### src/rtl/clksel_ctrl_if.sv
// clksel_ctrl_if: CPU access, config and clock-switch handshake signals for clksel_ctrl.
interface clksel_ctrl_if;
    logic [23:0] addr;
    logic        vda;
    logic        vpa;
    logic        cfg_wr;
    logic [2:0]  cfg_data;
    logic        hsclk_selected;
    logic        lsclk_selected;
    logic        hsclk_sel;
    logic [1:0]  cpuclk_div_sel;
    logic        cpu_rdy;
    logic [1:0]  state_o;
    modport master (
        output addr, vda, vpa, cfg_wr, cfg_data, hsclk_selected, lsclk_selected,
        input  hsclk_sel, cpuclk_div_sel, cpu_rdy, state_o
    );
    modport slave (
        input  addr, vda, vpa, cfg_wr, cfg_data, hsclk_selected, lsclk_selected,
        output hsclk_sel, cpuclk_div_sel, cpu_rdy, state_o
    );
endinterface

### src/rtl/clksel_ctrl.sv
// clksel_ctrl: drops the CPU to the low-speed clock for slow I/O/ROM accesses and returns after a hold time.
module clksel_ctrl #(
    parameter int HOLD_CYCLES = 4,
    parameter int SYNC_STAGES = 2
) (
    input  logic         cpuclk_in,
    input  logic         rst_b,
    clksel_ctrl_if.slave bus
);
    localparam int CW = $clog2(HOLD_CYCLES) + 1;
    localparam int BW = $clog2(SYNC_STAGES + 1);
    localparam logic [CW-1:0] HOLD_LOAD = CW'(HOLD_CYCLES - 1);
    localparam logic [BW-1:0] BOOT_END  = BW'(SYNC_STAGES);

    typedef enum logic [1:0] {HS_RUN = 2'd0, TO_LS = 2'd1, LS_RUN = 2'd2, TO_HS = 2'd3} state_t;

    state_t                 state_q, state_d;
    logic [SYNC_STAGES-1:0] hs_chain, ls_chain;
    logic [CW-1:0]          hold_q, hold_d;
    logic [BW-1:0]          boot_q;
    logic [1:0]             div_sel_q;
    logic                   force_slow, hsclk_sel_q, rdy;
    logic                   hs_sync, ls_sync, slow_hit, slow_need, boot_done;

    assign hs_sync   = hs_chain[SYNC_STAGES-1];
    assign ls_sync   = ls_chain[SYNC_STAGES-1];
    assign slow_hit  = (bus.vda | bus.vpa) && bus.addr[23:16] == 8'h00 &&
                       ((bus.addr[15:8] >= 8'hFC && bus.addr[15:8] <= 8'hFE) || bus.addr[15:14] == 2'b10);
    assign slow_need = slow_hit | force_slow;
    // Until the status synchronisers hold real samples the FSM must not start a switch.
    assign boot_done = boot_q == BOOT_END;

    always_comb begin
        state_d = state_q;
        hold_d  = hold_q;
        rdy     = 1'b1;
        case (state_q)
            HS_RUN: begin
                rdy = !slow_need;
                if (slow_need && boot_done) state_d = TO_LS;
            end
            TO_LS: begin
                rdy = 1'b0;
                if (ls_sync && !hs_sync) begin
                    state_d = LS_RUN;
                    hold_d  = HOLD_LOAD;
                end
            end
            LS_RUN: begin
                hold_d = slow_need ? HOLD_LOAD : ((|hold_q) ? hold_q - 1'b1 : hold_q);
                if (!slow_need && hold_q == '0) state_d = TO_HS;
            end
            TO_HS: begin
                rdy = 1'b0;
                if (hs_sync && !ls_sync) state_d = HS_RUN;
            end
        endcase
    end

    always_ff @(posedge cpuclk_in or negedge rst_b) begin
        if (!rst_b) begin
            state_q     <= HS_RUN;
            hsclk_sel_q <= 1'b1;
            hold_q      <= '0;
            boot_q      <= '0;
            hs_chain    <= '0;
            ls_chain    <= '0;
            div_sel_q   <= 2'b00;
            force_slow  <= 1'b0;
        end else begin
            state_q     <= state_d;
            hsclk_sel_q <= state_d == HS_RUN || state_d == TO_HS;
            hold_q      <= hold_d;
            hs_chain    <= SYNC_STAGES'({hs_chain, bus.hsclk_selected});
            ls_chain    <= SYNC_STAGES'({ls_chain, bus.lsclk_selected});
            if (!boot_done) boot_q <= boot_q + 1'b1;
            if (bus.cfg_wr) begin
                div_sel_q  <= bus.cfg_data[1:0];
                force_slow <= bus.cfg_data[2];
            end
        end
    end

    assign bus.cpu_rdy        = rdy | !rst_b;
    assign bus.hsclk_sel      = hsclk_sel_q;
    assign bus.cpuclk_div_sel = div_sel_q;
    assign bus.state_o        = state_q;
endmodule

### src/flat_wrapper.sv
// flat-port wrapper written by rule: the top's interface ports become plain ports
module clksel_ctrl_flat 
#(
    parameter int HOLD_CYCLES = 4,
    parameter int SYNC_STAGES = 2
)
  (cpuclk_in, rst_b, bus_addr, bus_vda, bus_vpa, bus_cfg_wr, bus_cfg_data, bus_hsclk_selected, bus_lsclk_selected, bus_hsclk_sel, bus_cpuclk_div_sel, bus_cpu_rdy, bus_state_o);
  clksel_ctrl_if bus_i ();
  input  logic cpuclk_in;
  input  logic rst_b;
  input wire logic [$bits(bus_i.addr)-1:0] bus_addr;
  input wire logic [$bits(bus_i.vda)-1:0] bus_vda;
  input wire logic [$bits(bus_i.vpa)-1:0] bus_vpa;
  input wire logic [$bits(bus_i.cfg_wr)-1:0] bus_cfg_wr;
  input wire logic [$bits(bus_i.cfg_data)-1:0] bus_cfg_data;
  input wire logic [$bits(bus_i.hsclk_selected)-1:0] bus_hsclk_selected;
  input wire logic [$bits(bus_i.lsclk_selected)-1:0] bus_lsclk_selected;
  output wire logic [$bits(bus_i.hsclk_sel)-1:0] bus_hsclk_sel;
  output wire logic [$bits(bus_i.cpuclk_div_sel)-1:0] bus_cpuclk_div_sel;
  output wire logic [$bits(bus_i.cpu_rdy)-1:0] bus_cpu_rdy;
  output wire logic [$bits(bus_i.state_o)-1:0] bus_state_o;
  assign bus_i.addr = bus_addr;
  assign bus_i.vda = bus_vda;
  assign bus_i.vpa = bus_vpa;
  assign bus_i.cfg_wr = bus_cfg_wr;
  assign bus_i.cfg_data = bus_cfg_data;
  assign bus_i.hsclk_selected = bus_hsclk_selected;
  assign bus_i.lsclk_selected = bus_lsclk_selected;
  assign bus_hsclk_sel = bus_i.hsclk_sel;
  assign bus_cpuclk_div_sel = bus_i.cpuclk_div_sel;
  assign bus_cpu_rdy = bus_i.cpu_rdy;
  assign bus_state_o = bus_i.state_o;
  clksel_ctrl #(.HOLD_CYCLES(HOLD_CYCLES), .SYNC_STAGES(SYNC_STAGES)) u_core (.cpuclk_in(cpuclk_in), .rst_b(rst_b), .bus(bus_i));
endmodule
### config.mk
export PLATFORM = sky130hd
export DESIGN_NAME = clksel_ctrl_flat
export DESIGN_NICKNAME = d
export VERILOG_FILES = /design/src/rtl/clksel_ctrl_if.sv /design/src/rtl/clksel_ctrl.sv /design/src/flat_wrapper.sv
export SDC_FILE = /design/constraint.sdc
export NUM_CORES = 1
export LEC_CHECK = 0
export BUFFER_PORTS_ARGS = -buffer_cell sky130_fd_sc_hd__buf_2
export CAP_MARGIN = 25
export CORE_MARGIN = 1.5
export CORE_UTILIZATION = 41
export DETAILED_ROUTE_END_ITERATION = 8
export GPL_ROUTABILITY_DRIVEN = 0
export MAX_ROUTING_LAYER = met4
export PLACE_DENSITY = 0.83
export SKIP_CTS_REPAIR_TIMING = 1
export SYNTH_ARGS = -nofsm -noshare
export SYNTH_HDL_FRONTEND = slang
export SYNTH_SLANG_ARGS = --single-unit
### constraint.sdc
create_clock -name cpuclk_in -period 1.5 [get_ports cpuclk_in]
set_input_delay 0.225 -clock cpuclk_in [delete_from_list [all_inputs] [get_ports cpuclk_in]]
set_output_delay 0.225 -clock cpuclk_in [all_outputs]
set_load 0.02 [all_outputs]
# After elaboration in Yosys (flattened, before gate mapping)
# Cells that the tools add are included.
# word_totals
register_bits	15
in_bits	34
output_inout_bits	6
# classes
n_addsub	2
n_lt_le_gt_ge	2
eq_ne	8
muxes	10
n_bitwise	3
n_reduce_logical	21
# op_table
operator	count
$eq 2x2->1 const B	5
$mux 3	3
$ge 8x8->1 const B	1
$le 8x8->1 const B	1
$logic_not 8->1	1
$mux 2	4
$pmux 2 s4	1
$logic_and 1x1->1	7
$pmux 3 s2	1
$logic_not 1->1	4
$logic_not 2->1	2
$logic_not 3->1	1
$ne 3x1->1 const B	1
$or 1x1->1	3
$reduce_and 3->1	1
$reduce_or 3->1	1
$sub 3x1->3 const B	1
$add 2x1->2 const B	1
$eq 2x1->1 const B	1
$logic_or 1x1->1	2
$ne 2x1->1 const B	1
$pmux 1 s2	1
$reduce_bool 2->1	1
$reduce_or 2->1	1

# Depth between registers and ports, before layout
# Gate-level depths: netlist of run 1.
# depth
ltp_word	11
mapped_depth	7
depth_no_buf	7

# Worst setup path after synthesis of run 1
# Ideal clock, no wire load.
# synth_timing
path_type	register to register
start	reg u_core.state_q[1], in the netlist u_core.bus.state_o[1]
end	reg u_core.hsclk_sel_q, in the netlist u_core.bus.hsclk_sel
setup_time_ns	0.082
t_arrival_ns	1.677
t_required_ns	1.418
path_slack_ns	-0.259
path_stages_with_launch	7
path_buffers	0
synth_period_minus_slack_ns	1.759
path_cell_list	dfrtp_1 inv_1 ha_1 a22oi_1 o221ai_1 and2_1 o31a_1
# synth_between
elab_chain_len	4
# synth_rtl
item	line_no	rtl
from (decl)	clksel_ctrl.sv:17	state_t state_q, state_d;
from (signal assigned)	clksel_ctrl.sv:71	state_q <= state_d;
$eq 2x2->1, or another cell as far along	clksel_ctrl.sv:37	case (state_q)
$pmux 2 s4 (*)	clksel_ctrl.sv:37	
$eq 2x2->1 / $logic_not 2->1 (equally long branches)	clksel_ctrl.sv:72	hsclk_sel_q <= state_d == HS_RUN || state_d == TO_HS;
$logic_or 1x1->1 (*)	clksel_ctrl.sv:72	
to (signal assigned)	clksel_ctrl.sv:63	hsclk_sel_q <= 1'b1;
to (signal assigned)	clksel_ctrl.sv:72	
to (decl)	clksel_ctrl.sv:22	logic force_slow, hsclk_sel_q, rdy;
# Every way passes the cells marked *; elsewhere a longest branch is shown, timed or not.
# A chain may end at the register's enable or synchronous reset.

# Final worst setup path of run 1
# layout_timing
start	reg u_core.state_q[0], in the netlist u_core.bus.state_o[0]
end	out bus_cpu_rdy
# layout_between
elab_chain_len	4
# layout_rtl
item	line_no	rtl
$eq 2x1->1 / $eq 2x2->1 (equally long branches)	clksel_ctrl.sv:37	
$reduce_or 2->1 (no source line)	--	
$pmux 1 s2 (*)	clksel_ctrl.sv:37	
$or 1x1->1 (*)	clksel_ctrl.sv:84	assign bus.cpu_rdy = rdy | !rst_b;
to (decl)	flat_wrapper.sv:20	output wire logic [$bits(bus_i.cpu_rdy)-1:0] bus_cpu_rdy;
# Marks and branches as above.

==> results.toml, run 1 <==
[layout]
drive_gt1_share_pct = 61.2
mostFrequentLayoutCell = "buf_2"
final_nets = 176
stdcell_count = 161
area_growth_pct = 55.0
layout_common_cells = "buf_2 (30), buf_4 (18), dfrtp_1 (12), ha_4 (5)"
diodes = 0

[floorplanning]
rows = 16
start_util_pct = 44.6
dieArea_sq_um = 2470
io-pin-count = 40
die_h_um = 49.7
die_w_um = 49.7
core_sq_um = 2000

[sta]
finalHoldViolations = 0
drv_slew = 0
relSlewSlack_pct = 76.8
rsz0062_at_grt = "true"
holdWs_ps = 44.5
fin_skew_ps = 1.42
setup_ws_ps = -219
fmax_ghz = 0.582
worst_pin_slew_ps = 348
min_period_over_period_pct = 115
period_needed_ps = 1720
setup_viol = 7

[place]
place_inst = 151
port_buffers = 31
dp_hpwl_um = 1750

[clocking]
path_clk_slew_ps = 80
clock_latency_ps = 280
cts_buffers = 3
cts-root-buf = "clkbuf_4"
cts_tree = "yes"
clk_path_buf_depth = 2
cts_sinks = 15
htree_levels = 1

[yosys]
ys_seq_area_share_pct = 42.2
yosys-top-cells-area = "dfrtp_1 (39%), ha_1 (9.8%), mux2_1 (3.8%)"
ys_ff_latch = 15
synthArstFlopShare_pct = 100
syn-num-nets = 121
yosysTopAreaCell = "dfrtp_1"
ys.flop_type = "dfrtp_1"
syn_avg_cell_area_sq_um = 11.2
synth_edf_count = 0
ys_types = 37
netlist_instances = 80
ys_warn_count = 0
synth_top_area_share_pct = 39.2
synth_area_sq_um = 893

[critical_path]
endpoint_kind = "output pin"
slowest_stage = "dfrtp_2"
worstPathCellList = "ha_4, o31a_1, o21ai_1, buf_4"
cp_max_fo = 5
critical_path_class = "flip-flop to output pin"
cp_data_required_time_ps = 1270
worst-path-buf-inv = 1
cp_top_family = "flip-flops"
cpPeakStageDelay_ps = 490
cp-start-kind = "flip-flop"
crit_arrival_ps = 1490

[global_routing]
grt_usage_pct = 18.8
grt_pass1_vias = 839
antenna_found_initial = 0
grt_first_pass_wirelength_um = 3430
grt_max_degree = 16
gr-total-overflow = 0

[power_and_ir_drop]
p_leak_nw = 0.625
ir_drop_v = 0.000777
power_density_nw_per_um2 = 1300

[detailed_routing]
drt_iter0_drc = 17
wirelength_um = 2510
vias = 866
via_per_inst = 5.38
drcViolationCount = 0
drt-pass1-iter-count = 4
avgRoutedWirePerCell_um = 15.6
ant_nets = 0

[outcome]
violations = "negative setup slack"
status = "finished with violations"

[job]
drv_cap = 0

[hold_path]
hold_class = "input port to flip-flop"
## synthesized netlist by cell type (all sizes together) (2+ instances only)
library cell,n
o21ai,4
a21oi,4
a22oi,2
o2111ai,2
dfrtp,14
and2,2
nor2,4
nor3b,2
nand2,4
nor4,2
mux2,3
inv,9
o31a,2
ha,7
## path summary, 6_finish.rpt
path                       slack, ps             startpoint                    to  cells past startpoint
setup / recovery                -220  u_core.bus.state_o[0]           bus_cpu_rdy                      4
hold reg to reg                  360     u_core.hs_chain[0]    u_core.hs_chain[1]                      0
hold / removal                    40     bus_lsclk_selected    u_core.ls_chain[0]                      1
setup reg to reg                -210  u_core.bus.state_o[0]  u_core.bus.hsclk_sel                      6
max in group asynchronous        810                  rst_b  u_core.bus.hsclk_sel                      3
min in group asynchronous        450                  rst_b      u_core.boot_q[1]                      3
## registers in the layout, indices dropped and copies added, names as in the netlist
name,count
u_core.hold_q,3
u_core.boot_q,2
u_core.bus.cpuclk_div_sel,2
u_core.bus.state_o,2
u_core.hs_chain,2
u_core.ls_chain,2
u_core.bus.hsclk_sel,1
u_core.force_slow,1
## area by class of cell
cell class | count | area (sq um)
repair buffers | 50 | 307
multi-input cells | 56 | 598
well taps | 27 | 33.8
inverters | 9 | 41.3
fillers | 155 | 617
clock buffers | 4 | 26.3
flip-flops and latches | 15 | 379
## metal layers
metal / track usage (%) / part of all wire [%] / vias to the layer above
met5: - / 0 / -
met4: 11.6 / 2.8 / 0
met2: 32.4 / 54 / 39
met3: 1.52 / 3.9 / 16
met1: 20.9 / 39 / 401
li1: - / - / 410
## cell families (layout without fill, tap and decap cells)
group	count (synthesis)	count (layout)	share of synthesized area [%]
XOR/XNOR	1	1	0.981
AO/OA/AOI/OAI	23	23	20.7
buffers and inverters	9	63	3.78
adder cells (fa/ha/maj)	7	7	9.80
multiplexers	4	4	4.90
flip-flops	15	15	42.2
AND/OR/NAND/NOR	21	21	17.6
## per-stage QoR
step | utilization (%) | total power [mW] | area (sq um) | setup TNS, ps | setup WS, ps
after detailed placement | 60.0 | 1.38 | 1200 | -339 | -136
after floorplan | - | 1.05 | 915 | -14.0 | -14.0
final | 69.2 | 1.81 | 1390 | -748 | -219
after global routing | 69.2 | 1.92 | 1390 | -1170 | -277
after global placement | 60.0 | 1.34 | 1200 | -46.8 | -46.8
after CTS | 61.3 | 1.61 | 1230 | -659 | -291
## power by group
part,switching (mW),internal [mW],total [mW]
combinational,0.536,0.497,1.03
sequential,0.0740,0.476,0.550
clock,0.121,0.103,0.224
total,0.730,1.08,1.81
## worst register-to-register path: stages, from the launching register on
cell and delay, ps:
dfrtp_2 490, ha_4 190, buf_4 130, a22oi_1 210, o221ai_2 160, and2_1 180
o31a_1 280
No activity file was read; power rests on OpenSTA's default activity.
==> run 2: changes to the inputs <==
Settings changed: MAX_ROUTING_LAYER met4 to not set.
==> run 2 against run 1 <==
Effect of this change:
- the flow still finishes with violations (negative setup slack)
- core utilization unchanged
- final cell count unchanged
- maximum frequency barely moved
- sequential power barely moved
- register-to-register slack about the same
- hold slack about the same
==> results.toml, run 2 (synthesized netlist as in run 1, its figures left out) <==
[floorplanning]
rows = 16
start_util_pct = 44.6
io-pin-count = 40
die_w_um = 49.7
dieArea_sq_um = 2470
die_h_um = 49.7
core_sq_um = 2000

[critical_path]
cp-start-kind = "flip-flop"
cp_data_required_time_ps = 1270
rr_worst_depth = 6
rrSetupSlack_ps = -200
reg2reg_to = "u_core.bus.hsclk_sel"
cpPeakStageDelay_ps = 490
slowest_stage = "dfrtp_2"
worstPathCellList = "ha_4, o31a_1, o21ai_1, buf_4"
cp_max_fo = 6
timing.rr.start = "u_core.bus.state_o[0]"
endpoint_kind = "output pin"
critical_path_class = "flip-flop to output pin"
crit_arrival_ps = 1490

[clocking]
clock_latency_ps = 280
cts-root-buf = "clkbuf_4"
cts_sinks = 15
path_clk_slew_ps = 80
cts_tree = "yes"
cts_buffers = 3
htree_levels = 1
clk_path_buf_depth = 2

[layout]
drive_gt1_share_pct = 61.2
area_growth_pct = 55.0
largest_reg_flops = 3
final_nets = 176
multi_input_area_sq_um = 598
fillers = 155
stdcell_count = 161
mostFrequentLayoutCell = "buf_2"
largest-register = "u_core.hold_q"
regArea_sq_um = 379
layout_common_cells = "buf_2 (30), buf_4 (18), dfrtp_1 (12), ha_4 (5)"
diodes = 0

[outcome]
violations = "negative setup slack"
status = "finished with violations"

[sta]
period_needed_ps = 1720
worst_pin_slew_ps = 344
rsz0062_at_grt = "true"
min_period_over_period_pct = 115
setup_ws_ps = -218
finalHoldViolations = 0
fin_skew_ps = 0.993
relSlewSlack_pct = 77.0
setup_viol = 7
fmax_ghz = 0.582
drv_slew = 0
setup-tns-final_ps = -720
holdWs_ps = 44.3

[global_routing]
grt_use_met3_pct = 1.52
grt_use_met2_pct = 32.4
grt_pass1_vias = 838
grt_first_pass_wirelength_um = 3430
globalRouteMet1Util_pct = 20.9
gr-total-overflow = 0
antenna_found_initial = 0
grt_usage_pct = 18.3
grt_max_degree = 16
grt.busiest_layer = "met2"

[detailed_routing]
drcViolationCount = 0
via_per_inst = 5.28
vias = 850
wirelength_um = 2480
drt_iter0_drc = 16
drt-pass1-iter-count = 4
ant_nets = 0
avgRoutedWirePerCell_um = 15.4

[job]
drv_cap = 0

[place]
port_buffers = 31
dp_hpwl_um = 1750
place_inst = 151

[hold_path]
worst_hold_path.num_cells = 1
hold_class = "input port to flip-flop"
holdCritStartpoint = "bus_lsclk_selected"
hold_path_end = "u_core.ls_chain[0]"

[power_and_ir_drop]
power_density_nw_per_um2 = 1300
ir_drop_v = 0.000775
p_leak_nw = 0.625
[run 2: cell counts in the layout (fill, tap and decap cells not counted)]
No cell type changed its count.
[run 2: final cells by class]
class | count | share of cell area, %
well taps | 27 | 2.44
inverters | 9 | 2.98
multi-input cells | 56 | 43.2
repair buffers | 50 | 22.1
clock buffers | 4 | 1.90
flip-flops and latches | 15 | 27.4
[run 2: worst max-delay path: cells and delay by family (launching register included)]
family | cells | cell delay, ps
compound gates | 2 | 360
flops | 1 | 490
buf+inv | 1 | 160
fa+ha+maj | 1 | 210
[run 2: worst max-delay path by stage]
stage	startpoint	end	slack, ps	depth (start not counted)
detailed placement	u_core.boot_q[0]	u_core.bus.hsclk_sel	-140	7
global route	u_core.bus.state_o[1]	bus_cpu_rdy	-280	5
floorplan	u_core.bus.state_o[1]	u_core.bus.hsclk_sel	-10	6
finish	u_core.bus.state_o[0]	bus_cpu_rdy	-220	4
global placement	u_core.boot_q[0]	u_core.bus.hsclk_sel	-50	7
CTS	u_core.bus.state_o[0]	bus_cpu_rdy	-290	5
[run 2: power by group]
| group | internal (mW) | switching (mW) |
|---|---|---|
| clock network | 0.103 | 0.119 |
| logic | 0.496 | 0.530 |
| registers | 0.476 | 0.0736 |
[run 2: routing by layer]
layer	part of all wire [%]	wire (um)
met1	38	952
met3	4.4	108
met4	1.6	40
met5	0	0
met2	56	1380
[run 2: per-stage QoR]
stage                     utilization, %  power, mW  worst slack (ps)  area, sq um
after global placement              60.0       1.34             -46.8         1200
after detailed placement            60.0       1.38              -136         1200
after floorplan                        -       1.05             -14.0          915
after CTS                           61.3       1.61              -291         1230
final                               69.2       1.80              -218         1390
after global routing                69.2       1.92              -277         1390
